$ cat config.mk
export PLATFORM = sky130hd
export DESIGN_NAME = load_align_unit
export DESIGN_NICKNAME = d
export VERILOG_FILES = /design/src/rtl/load_pkg.sv /design/src/rtl/load_extract.sv /design/src/rtl/load_align_unit.sv
export SDC_FILE = /design/constraint.sdc
export NUM_CORES = 1
export LEC_CHECK = 0
export CAP_MARGIN = 20
export CORE_ASPECT_RATIO = 0.6
export CORE_MARGIN = 2
export CORE_UTILIZATION = 35
export CTS_CLUSTER_SIZE = 8
export DETAILED_ROUTE_END_ITERATION = 16
export HOLD_SLACK_MARGIN = 0.12
export PLACE_DENSITY_LB_ADDON = 0.2
export SLEW_MARGIN = 10
export SYNTH_ARGS = -nofsm -noshare
export SYNTH_HDL_FRONTEND = slang
export SYNTH_HIERARCHICAL = 1
export SYNTH_SLANG_ARGS = --single-unit
$ cat constraint.sdc
create_clock -name clk -period 2.8 [get_ports clk]
set_clock_uncertainty 0.05 [all_clocks]
set_input_delay 0.56 -clock clk [delete_from_list [all_inputs] [get_ports clk]]
set_output_delay 0.56 -clock clk [all_outputs]
set_load 0.02 [all_outputs]
$ cat src/rtl/load_pkg.sv
// +--------------------------------------------------------------------+
// | load_pkg : shared encodings for the load path (funct3, fault, FSM)  |
// | Revision : 1.0                                                      |
// +--------------------------------------------------------------------+
`default_nettype none

package load_pkg;

    localparam int LOAD_XLEN = 32;

    typedef enum logic [2:0] {
        F3_LB  = 3'b000,
        F3_LH  = 3'b001,
        F3_LW  = 3'b010,
        F3_LBU = 3'b100,
        F3_LHU = 3'b101
    } funct3_e;

    typedef enum logic [1:0] {
        FC_NONE     = 2'b00,
        FC_MISALIGN = 2'b01,
        FC_TIMEOUT  = 2'b10,
        FC_ILLEGAL  = 2'b11
    } fault_e;

    typedef enum logic [1:0] {
        ST_IDLE  = 2'b00,
        ST_ISSUE = 2'b01,
        ST_WAIT  = 2'b10,
        ST_RESP  = 2'b11
    } state_e;

    function automatic logic f3_legal(input logic [2:0] f3);
        return (f3 == F3_LB) || (f3 == F3_LH) || (f3 == F3_LW) ||
               (f3 == F3_LBU) || (f3 == F3_LHU);
    endfunction

endpackage

`default_nettype wire

$ cat src/rtl/load_extract.sv
// +--------------------------------------------------------------------+
// | load_extract : byte/half/word lane select with sign/zero extension  |
// | Revision     : 1.0                                                  |
// +--------------------------------------------------------------------+
`default_nettype none

module load_extract
    import load_pkg::*;
(
    input  logic [1:0]           addr_lo_i,
    input  logic [2:0]           funct3_i,
    input  logic [LOAD_XLEN-1:0] rdata_i,
    output logic [LOAD_XLEN-1:0] data_o
);

    logic [7:0]  w_byte;
    logic [15:0] w_half;

    always_comb begin
        w_byte = rdata_i[7:0];
        case (addr_lo_i)
            2'd0:    w_byte = rdata_i[7:0];
            2'd1:    w_byte = rdata_i[15:8];
            2'd2:    w_byte = rdata_i[23:16];
            default: w_byte = rdata_i[31:24];
        endcase
        // Halfword lane comes from addr[1] only; addr[0] is a misalign concern of the caller.
        w_half = addr_lo_i[1] ? rdata_i[31:16] : rdata_i[15:0];
    end

    always_comb begin
        data_o = '0;
        case (funct3_i)
            F3_LB:   data_o = {{24{w_byte[7]}}, w_byte};
            F3_LH:   data_o = {{16{w_half[15]}}, w_half};
            F3_LW:   data_o = rdata_i;
            F3_LBU:  data_o = {24'h0, w_byte};
            F3_LHU:  data_o = {16'h0, w_half};
            default: data_o = '0;
        endcase
    end

endmodule

`default_nettype wire

$ cat src/rtl/load_align_unit.sv
// +--------------------------------------------------------------------+
// | load_align_unit : load request -> aligned read -> extended writeback|
// | Option LOAD_MISALIGN_TRAP_EN : fault misaligned LH/LHU/LW at accept |
// | Revision        : 1.0                                               |
// +--------------------------------------------------------------------+
`default_nettype none

module load_align_unit
    import load_pkg::*;
#(
    parameter int XLEN           = 32,
    parameter int TIMEOUT_CYCLES = 16
)(
    input  logic            clk,
    input  logic            reset,
    input  logic            req_valid,
    output logic            req_ready,
    input  logic [XLEN-1:0] req_addr,
    input  logic [2:0]      req_funct3,
    input  logic [4:0]      req_rd,
    output logic            mem_rd_en,
    output logic [XLEN-1:0] mem_addr,
    input  logic            mem_rvalid,
    input  logic [XLEN-1:0] mem_rdata,
    output logic            wb_valid,
    input  logic            wb_ready,
    output logic [4:0]      wb_rd,
    output logic [XLEN-1:0] wb_data,
    output logic            fault,
    output logic [1:0]      fault_cause
);

    localparam int CNT_W = $clog2(TIMEOUT_CYCLES + 1);

    state_e            state_q, state_d;
    logic [XLEN-1:0]   addr_q, addr_d;
    logic [2:0]        f3_q, f3_d;
    logic [4:0]        rd_q, rd_d;
    logic [XLEN-1:0]   data_q, data_d;
    logic              fault_q, fault_d;
    fault_e            cause_q, cause_d;
    logic [CNT_W-1:0]  cnt_q, cnt_d;

    logic [XLEN-1:0]   w_ext;
    logic [CNT_W-1:0]  w_cnt_inc;
    logic              w_misalign;

    load_extract u_extract (
        .addr_lo_i (addr_q[1:0]),
        .funct3_i  (f3_q),
        .rdata_i   (mem_rdata),
        .data_o    (w_ext)
    );

`ifdef LOAD_MISALIGN_TRAP_EN
    assign w_misalign = (((req_funct3 == F3_LH) || (req_funct3 == F3_LHU)) && req_addr[0]) ||
                        ((req_funct3 == F3_LW) && (req_addr[1:0] != 2'b00));
`else
    assign w_misalign = 1'b0;
`endif

    assign w_cnt_inc = cnt_q + CNT_W'(1);

    always_ff @(posedge clk) begin
        if (reset) begin
            state_q <= ST_IDLE;
            addr_q  <= '0;
            f3_q    <= '0;
            rd_q    <= '0;
            data_q  <= '0;
            fault_q <= 1'b0;
            cause_q <= FC_NONE;
            cnt_q   <= '0;
        end else begin
            state_q <= state_d;
            addr_q  <= addr_d;
            f3_q    <= f3_d;
            rd_q    <= rd_d;
            data_q  <= data_d;
            fault_q <= fault_d;
            cause_q <= cause_d;
            cnt_q   <= cnt_d;
        end
    end

    always_comb begin
        state_d = state_q;
        addr_d  = addr_q;
        f3_d    = f3_q;
        rd_d    = rd_q;
        data_d  = data_q;
        fault_d = fault_q;
        cause_d = cause_q;
        cnt_d   = cnt_q;
        case (state_q)
            ST_IDLE: begin
                if (req_valid) begin
                    addr_d  = req_addr;
                    f3_d    = req_funct3;
                    rd_d    = req_rd;
                    data_d  = '0;
                    fault_d = 1'b0;
                    cause_d = FC_NONE;
                    cnt_d   = '0;
                    if (!f3_legal(req_funct3)) begin
                        fault_d = 1'b1;
                        cause_d = FC_ILLEGAL;
                        state_d = ST_RESP;
                    end else if (w_misalign) begin
                        fault_d = 1'b1;
                        cause_d = FC_MISALIGN;
                        state_d = ST_RESP;
                    end else begin
                        state_d = ST_ISSUE;
                    end
                end
            end
            ST_ISSUE: begin
                cnt_d   = '0;
                state_d = ST_WAIT;
            end
            ST_WAIT: begin
                // A response on the limit cycle still wins over the timeout.
                if (mem_rvalid) begin
                    data_d  = w_ext;
                    state_d = ST_RESP;
                end else begin
                    cnt_d = w_cnt_inc;
                    if (w_cnt_inc == CNT_W'(TIMEOUT_CYCLES)) begin
                        fault_d = 1'b1;
                        cause_d = FC_TIMEOUT;
                        data_d  = '0;
                        state_d = ST_RESP;
                    end
                end
            end
            default: begin
                if (wb_ready) begin
                    state_d = ST_IDLE;
                end
            end
        endcase
    end

    assign req_ready   = (state_q == ST_IDLE);
    assign mem_rd_en   = (state_q == ST_ISSUE);
    assign mem_addr    = {addr_q[XLEN-1:2], 2'b00};
    assign wb_valid    = (state_q == ST_RESP);
    assign wb_rd       = rd_q;
    assign wb_data     = data_q;
    assign fault       = fault_q;
    assign fault_cause = cause_q;

endmodule

`default_nettype wire
=== Word level (Yosys, flattened, before mapping) ===
Index checks and enable logic that the tools add are counted.

* Register bits: 82
* Bits of input ports: 77

* Reductions and logical operators: 16
* Muxes and demuxes: 26
* Add/sub/neg operators: 1
* Equality and inequality tests: 18

{| class="wikitable"
|+ Operators with widths
! cell !! count
|-
| $pmux W32 S5 || 1
|-
| $mux W32 || 3
|-
| $pmux W32 S2 || 1
|-
| $pmux W8 S3 || 1
|-
| $mux W2 || 9
|-
| $mux W16 || 1
|-
| $pmux W5 S3 || 1
|-
| $eq A3 B3 Y1 const B || 4
|-
| $mux W5 || 2
|-
| $reduce_and A3 Y1 || 3
|-
| $eq A2 B2 Y1 const B || 3
|-
| $eq A3 B1 Y1 const B || 2
|-
| $eq A3 B2 Y1 const B || 2
|-
| $logic_not A3 Y1 || 2
|-
| $ne A2 B2 Y1 const B || 3
|-
| $pmux W2 S3 || 1
|-
| $add A5 B1 Y5 const B || 1
|-
| $eq A5 B5 Y1 const B || 1
|-
| $eq A2 B1 Y1 const B || 2
|-
| $logic_not A2 Y1 || 2
|-
| $logic_or A1 B1 Y1 || 4
|-
| $mux W1 || 4
|-
| $pmux W2 S2 || 1
|-
| $reduce_and A4 Y1 || 1
|-
| other kinds (6) || 6
|}

=== Logic depth before layout (Yosys ltp) ===
Gate-level depths: netlist of run 1.

* Word-level depth: 8
* Mapped depth: 9

=== Cells and area by module ===
The synthesis of run 1 kept the hierarchy.

{| class="wikitable"
|+ Modules (own cells, without submodules)
! module !! instances !! area each (um^2) !! cells each !! seq. area each (um^2)
|-
| load_align_unit || 1 || 3185.6 || 348 || 1621.6
|-
| load_extract || 1 || 1044.8 || 133 || 0.0
|}

=== Worst setup path after synthesis of run 1 ===
No wires, ideal clock.

* Path kind: register to register
* Start: reg state_q[0]
* End: reg state_q[0]
* Slack: 1033 ps
* Period minus slack after synthesis: 1767 ps
* Required time: 2627 ps
* Library setup time: 123 ps
* Arrival time: 1594 ps
* Buffers on the path: 0
* Stages on the path, launching flop included: 6
* Cells stage by stage: dfxtp_1 > inv_1 > ha_1 > or4_1 > and3_4 > mux2i_1

* Word-level cells in the longest chain between the ends: 3

{| class="wikitable"
|+ RTL lines
! element !! line !! source
|-
| start, declared || load_align_unit.sv:35 || <nowiki>state_e state_q, state_d;</nowiki>
|-
| start signal, assigned || load_align_unit.sv:75 || <nowiki>state_q <= state_d;</nowiki>
|-
| $logic_not A2 Y1 (*) || -- ||
|-
| named net req_ready || load_align_unit.sv:17 || <nowiki>output logic req_ready,</nowiki>
|-
| $reduce_bool A4 Y1 (no line) / $ne A2 B2 Y1 (equally long branches) || -- ||
|-
| $reduce_and A3 Y1 (no line) || -- ||
|}

The timed path passes the listed nets; every way through them passes the cells marked *.
A chain may end at the register's enable or synchronous reset.

=== Worst setup path in the final report of run 1 ===
* Start: reg state_q[0]
* End: out req_ready

* Word-level cells in the longest chain between the ends: 1

{| class="wikitable"
|+ RTL lines
! element !! line !! source
|-
| $logic_not A2 Y1 || load_align_unit.sv:145 || <nowiki>assign req_ready = (state_q == ST_IDLE);</nowiki>
|-
| end, declared || load_align_unit.sv:17 ||
|}

Every way passes these cells.

==> metrics.txt, run 1 <==
yosys warns 6; layout-stage area growth over the synthesis result 39.54%; total wirelength of the detailed-routed design 13100 um; critical path type reg2out; final critical-path required period 2.438 ns; dominant cell type by area after synthesis sky130_fd_sc_hd__dfxtp_1; ordered cell list for the critical path inv_1, ha_1, clkdlybuf4s50_1; vias per cell 5.134; FF/Latch Area 1622 um2; max-cap violation count 0; cell area after synthesis 4230 um2; gpl congestion 0.8941; vias after detailed routing 3866; first-pass GRT wire length 19570 um; area share of the largest cell type after synthesis 0.3833; TritonCTS clock tree done; Initial DRT Pass Iterations 5; endpoint class of the critical path primary output; clock-pin slew of the registers on the worst-case setup and hold paths 0.06 ns; Hold Slack 0.4015 ns; buffer cell driving the clock tree root sky130_fd_sc_hd__clkbuf_16; number of hold buffers added after cts 0; DRC violations left 0; Largest delay share family, worst path buffers and inverters; biggest fanout along the worst timing path 9; total grt overflow 0; total track usage 0.1940; worst supply voltage drop on vdd 0.3132 mV; fraction of the yosys area taken by sequential cells 0.3833; total number of placement rows 31; worst reg-to-reg setup slack 0.43 ns; outcome finished clean; count of buffering cells on the critical path with inverters included 2; number of fillers in the final layout 1109; WP data required 2.19 ns; f_max 0.4101 GHz; unrepaired setup endpoints after global routing no; cell leakage power 0.002118 uW; final antenna-violating net count 0; Final TNS setup 0 ns; register bit count reported by yosys 81; Period Utilization, post-route 0.8709; Post-Place Setup Slack 0.3700 ns; worst path setup slack after routing 0.3616 ns; clock latency reported for the late side of the worst-skew pair 0.33 ns; final standard cell utilization of the core 0.4957; routed length per instance 17.40 um; effective utilization at floorplan 0.3553; Slew headroom 0.3513; pin count of the biggest net entering global routing 42; data arrival time of the critical path 1.83 ns; number of buffers inserted during clock tree synthesis 9; highest-delay cell along the critical path sky130_fd_sc_hd__clkdlybuf4s50_1; area of the multi-input gates 2137 um2; die height 89.16 um; Gate Count Post-Synth 481; clock tree sinks 81; largest incremental delay on the critical path 0.68 ns; HPWL Detailed 9573 um; Max Root-Sink Buffers 2; pins over their slew limit 0; count of H-tree levels built during CTS 3; leading cell types by total area after synthesis sky130_fd_sc_hd__dfxtp_1 38%, sky130_fd_sc_hd__a21oi_1 7.7%, sky130_fd_sc_hd__nand2_1 7.6%; total power of the final layout 4485 uW; share of post-route cells with drive strength above 1 0.1003; areal power density over the cells 759.8 nW/um2; initial antenna violation count 0; die area 13010 um2; number of hold violations in the final report 0; floorplan die width 145.9 um; Least-Margin Pin Slew 0.9708 ns; CP startpoint kind register; # IOs 152; Layout Nets 665; DR iter-0 viols 364; final setup violation count 0; number of global-route vias before repair 3488; count of buffers inserted at the top-level ports 149; core region area 11910 um2; Post-CTS Setup Bufs 0; number of diodes added for antenna fixing 0; classification of the worst-slack hold path reg2reg; Mean Syn Cell Area 8.795 um2; quantity of gates resized following cts 0; unique cell type count in the Yosys netlist 51
report_power, final:
group,switching (uW),total [uW],internal (uW)
registers,139,1450,1310
clock network,490,1300,809
logic,966,1740,772
synthesized netlist by cell type (all sizes together):
library cell and n:
nor3b 1, and2b 2, o22ai 1, o311ai 2, or4 1, nand3 2
o31ai 3, clkbuf 13, o31a 1, a221o 5, a32oi 1, a211oi 18
mux2 12, nand3b 2, dfxtp 81, and3b 1, nand2 86, a21boi 1
a22oi 20, a21oi 67, ha 5, mux4 5, a41oi 2, o21ai 9
o221ai 1, mux2i 9, conb 1, nor3 2, inv 5, and2 1
and3 1, a22o 32, nor2 18, buf 58, nand4 1, nor2b 6
and4b 1, nand2b 4
cell type report:
cell class | count | area share
tap | 165 | 0.03497
inverter | 5 | 0.003179
multi-input combinational | 325 | 0.3620
timing repair buffer | 161 | 0.2692
sequential | 81 | 0.2747
clock buffer | 10 | 0.04048
clock inverter | 6 | 0.01547
layout by cell type, fill, tap and decap left out, types with 3 or more instances in the layout:
cell,count
sky130_fd_sc_hd__a21oi_1,65
sky130_fd_sc_hd__a221o_1,5
sky130_fd_sc_hd__mux4_2,4
sky130_fd_sc_hd__clkdlybuf4s50_1,148
sky130_fd_sc_hd__clkbuf_16,9
sky130_fd_sc_hd__o21ai_0,6
sky130_fd_sc_hd__mux2_2,11
sky130_fd_sc_hd__nor2_1,18
sky130_fd_sc_hd__nand2_1,86
sky130_fd_sc_hd__mux2i_1,9
sky130_fd_sc_hd__nor2b_1,6
sky130_fd_sc_hd__clkinv_4,3
sky130_fd_sc_hd__a22o_1,32
sky130_fd_sc_hd__buf_4,11
sky130_fd_sc_hd__nand2b_1,4
sky130_fd_sc_hd__inv_1,3
sky130_fd_sc_hd__a211oi_1,18
sky130_fd_sc_hd__dfxtp_1,81
sky130_fd_sc_hd__ha_1,5
sky130_fd_sc_hd__o31ai_1,3
sky130_fd_sc_hd__a22oi_1,19
final timing paths:
check,startpoint,end,depth (start not counted)
worst max-delay path,state_q[0],req_ready,3
worst min-delay path,wb_rd[0],wb_rd[0],2
worst max register to register,state_q[0],wb_data[4],7
worst min register to register,wb_rd[0],wb_rd[0],2
kinds of logic after synthesis:
logic type | Yosys count | synth area share
AO/OA/AOI/OAI | 163 | 0.2715
AND/OR/NAND/NOR | 129 | 0.1343
flip-flops | 81 | 0.3833
buffers and inverters | 76 | 0.1136
multiplexers | 26 | 0.08163
adder cells (fa/ha/maj) | 5 | 0.01479
other | 1 | 0.0008865
metrics by stage:
stage,cell area (um2),instances
finish,5903,753
global route,5903,753
CTS,5903,753
detailed placement,5573,737
global placement,5573,737
floorplan,4234,482
tightest hold or removal path: cells and delay by family (launching register included):
family	cells	cell delay (ns)
simple gates	1	0.05
compound gates	1	0.05
flops	1	0.30
registers in the layout, indices dropped and copies added (netlist names):
| name | count |
|---|---|
| addr_q | 32 |
| cnt_q | 5 |
| f3_q | 3 |
| fault | 1 |
| fault_cause | 1 |
| state_q | 2 |
| wb_data | 32 |
| wb_rd | 5 |
metal layers:
metal / track usage / vias to the layer above / part of all wire
met2: 0.2607 / 140 / 0.40
met4: 0.04367 / 0 / 0.0076
met3: 0.06837 / 7 / 0.079
met1: 0.2918 / 1811 / 0.51
met5: 0 / - / 0
li1: - / 1908 / -
Note: power is estimated with default switching activity, not from simulation.
==> inputs of run 2 (changes only) <==
==> constraint.sdc (replaced) <==
create_clock -name clk -period 2.8 [get_ports clk]
set_clock_uncertainty 0.05 [all_clocks]
set_input_delay 0.42 -clock clk [delete_from_list [all_inputs] [get_ports clk]]
set_output_delay 0.42 -clock clk [all_outputs]
set_load 0.02 [all_outputs]
==> run 2 against run 1 <==
  * First-iteration DRC count fell by 19%
  * Wire length fell by 2.3%
  * Clock-buffer cell count rose by 1
==> metrics.txt, run 2 (synthesized netlist as in run 1, its figures left out) <==
outcome finished clean; final antenna-violating net count 0 (unchanged); number of diodes added for antenna fixing 0 (unchanged); routed length per instance 17.03 um (-2.1%); Hold Slack 0.4022 ns (+0.0007090 ns); clock latency reported for the late side of the worst-skew pair 0.33 ns (about the same); Post-CTS Setup Bufs 0 (unchanged); layer carrying the most global-route usage met1; f_max 0.4346 GHz (+6.0%); critical path type reg2reg; biggest fanout along the worst timing path 32 (+23); vias after detailed routing 3884 (+0.47%); final setup violation count 0 (unchanged); vias per cell 5.165 (+0.60%); endpoint class of the critical path register; pins over their slew limit 0 (unchanged); Layout Nets 665 (unchanged); CP startpoint kind register; clock-pin slew of the registers on the worst-case setup and hold paths 0.06 ns (about the same); HPWL Detailed 9420 um (-1.6%); area of the multi-input gates 2137 um2 (unchanged); final non-filler cell total 752 (-0.13%); FF/Latch Area 1622 um2 (unchanged); most common cell after layout, fill and taps aside sky130_fd_sc_hd__clkdlybuf4s50_1; count of buffers inserted at the top-level ports 149 (unchanged); unrepaired setup endpoints after global routing no; # IOs 152 (unchanged); number of global-route vias before repair 3582 (+2.7%); total number of placement rows 31 (unchanged); initial antenna violation count 0 (unchanged); number of buffers inserted during clock tree synthesis 9 (unchanged); core region area 11910 um2 (unchanged); max-cap violation count 0 (unchanged); Initial DRT Pass Iterations 5 (unchanged); number of fillers in the final layout 1148 (+3.5%); buffer cell driving the clock tree root sky130_fd_sc_hd__clkbuf_16; final critical-path required period 2.301 ns (-0.1377 ns); placed instance count 737 (unchanged); DR iter-0 viols 294 (-19%); Final TNS setup 0 ns (unchanged); gpl congestion 0.8863 (-0.87%); Global Route met1 Usage 0.2850 (-0.006805); die area 13010 um2 (unchanged); TritonCTS clock tree done; WP data required 3.02 ns (+0.83 ns); die height 89.16 um (unchanged); DRC violations left 0 (unchanged); total grt overflow 0 (unchanged); data arrival time of the critical path 2.52 ns (+0.69 ns); areal power density over the cells 741.7 nW/um2 (-2.4%); Slew headroom 0.3609 (+0.009570); total track usage 0.1918 (-0.002237); total wirelength of the detailed-routed design 12810 um (-2.3%); number of hold buffers added after cts 0 (unchanged); count of H-tree levels built during CTS 3 (unchanged); layout-stage area growth over the synthesis result 38.72%; cell leakage power 0.002102 uW (-0.79%); Max Root-Sink Buffers 2 (unchanged); floorplan die width 145.9 um (unchanged); Least-Margin Pin Slew 0.9565 ns (-0.01432 ns); worst supply voltage drop on vdd 0.3743 mV (+20%); clock tree sinks 81 (unchanged); quantity of gates resized following cts 0 (unchanged); Period Utilization, post-route 0.8217 (-0.04919); met2 track demand over resource 0.2650 (+0.004288); classification of the worst-slack hold path reg2reg; highest-count cells in the layout ignoring fill and taps 148 x sky130_fd_sc_hd__clkdlybuf4s50_1, 86 x sky130_fd_sc_hd__nand2_1, 81 x sky130_fd_sc_hd__dfxtp_1, 65 x sky130_fd_sc_hd__a21oi_1, 32 x sky130_fd_sc_hd__a22o_1; share of post-route cells with drive strength above 1 0.09710 (-0.003236); effective utilization at floorplan 0.3553 (unchanged); met3 track utilization from global routing 0.07041 (+0.002041); pin count of the biggest net entering global routing 42 (unchanged); first-pass GRT wire length 19640 um (+0.35%); number of hold violations in the final report 0 (unchanged)
-- run 2: critical path, stage by stage, from the launching register on --
cell,delay [ns]
sky130_fd_sc_hd__dfxtp_1,0.34
sky130_fd_sc_hd__inv_1,0.09
sky130_fd_sc_hd__ha_1,0.36
sky130_fd_sc_hd__inv_2,0.11
sky130_fd_sc_hd__nor2_1,0.14
sky130_fd_sc_hd__o21ai_2,0.10
sky130_fd_sc_hd__a21oi_4,0.76
sky130_fd_sc_hd__a22o_1,0.27
-- run 2: stage by stage --
step / utilization / setup WS (ns) / total power, uW / cell area (um2)
4_1_cts: 0.4928 / 0.4906 / 4390 / 5868
3_3_place_gp: 0.4680 / 0.5176 / 3171 / 5573
5_1_grt: 0.4928 / 0.3314 / 4602 / 5868
3_5_place_dp: 0.4680 / 0.5183 / 3192 / 5573
2_1_floorplan: - / 1.033 / 2656 / 4234
6_report: 0.4928 / 0.4993 / 4352 / 5868
-- run 2: layout make-up --
cell class | count | area share
clock inverters | 4 | 0.008955
clock buffers | 11 | 0.04136
well taps | 165 | 0.03518
inverters | 5 | 0.003198
flip-flops and latches | 81 | 0.2763
repair buffers | 161 | 0.2708
multi-input cells | 325 | 0.3642
-- run 2: path summary, 6_finish.rpt --
path	startpoint	end	slack, ns	cells past startpoint
max	state_q[0]	wb_data[4]	0.50	7
min	wb_rd[2]	wb_rd[2]	0.40	2
max reg2reg	state_q[0]	wb_data[4]	0.50	7
min reg2reg	wb_rd[2]	wb_rd[2]	0.40	2
-- run 2: report_power, final --
group	total, uW	internal, uW	leakage, uW	switching (uW)
clock	1180	714	0.000146	465
sequential	1450	1310	0.000660	137
combinational	1730	771	0.00130	955
-- run 2: metal layers --
| layer | vias up | part of all wire |
|---|---|---|
| met1 | 1828 | 0.51 |
| met4 | 0 | 0.0061 |
| met2 | 142 | 0.40 |
| li1 | 1907 | - |
| met3 | 7 | 0.080 |
| met5 | - | 0 |
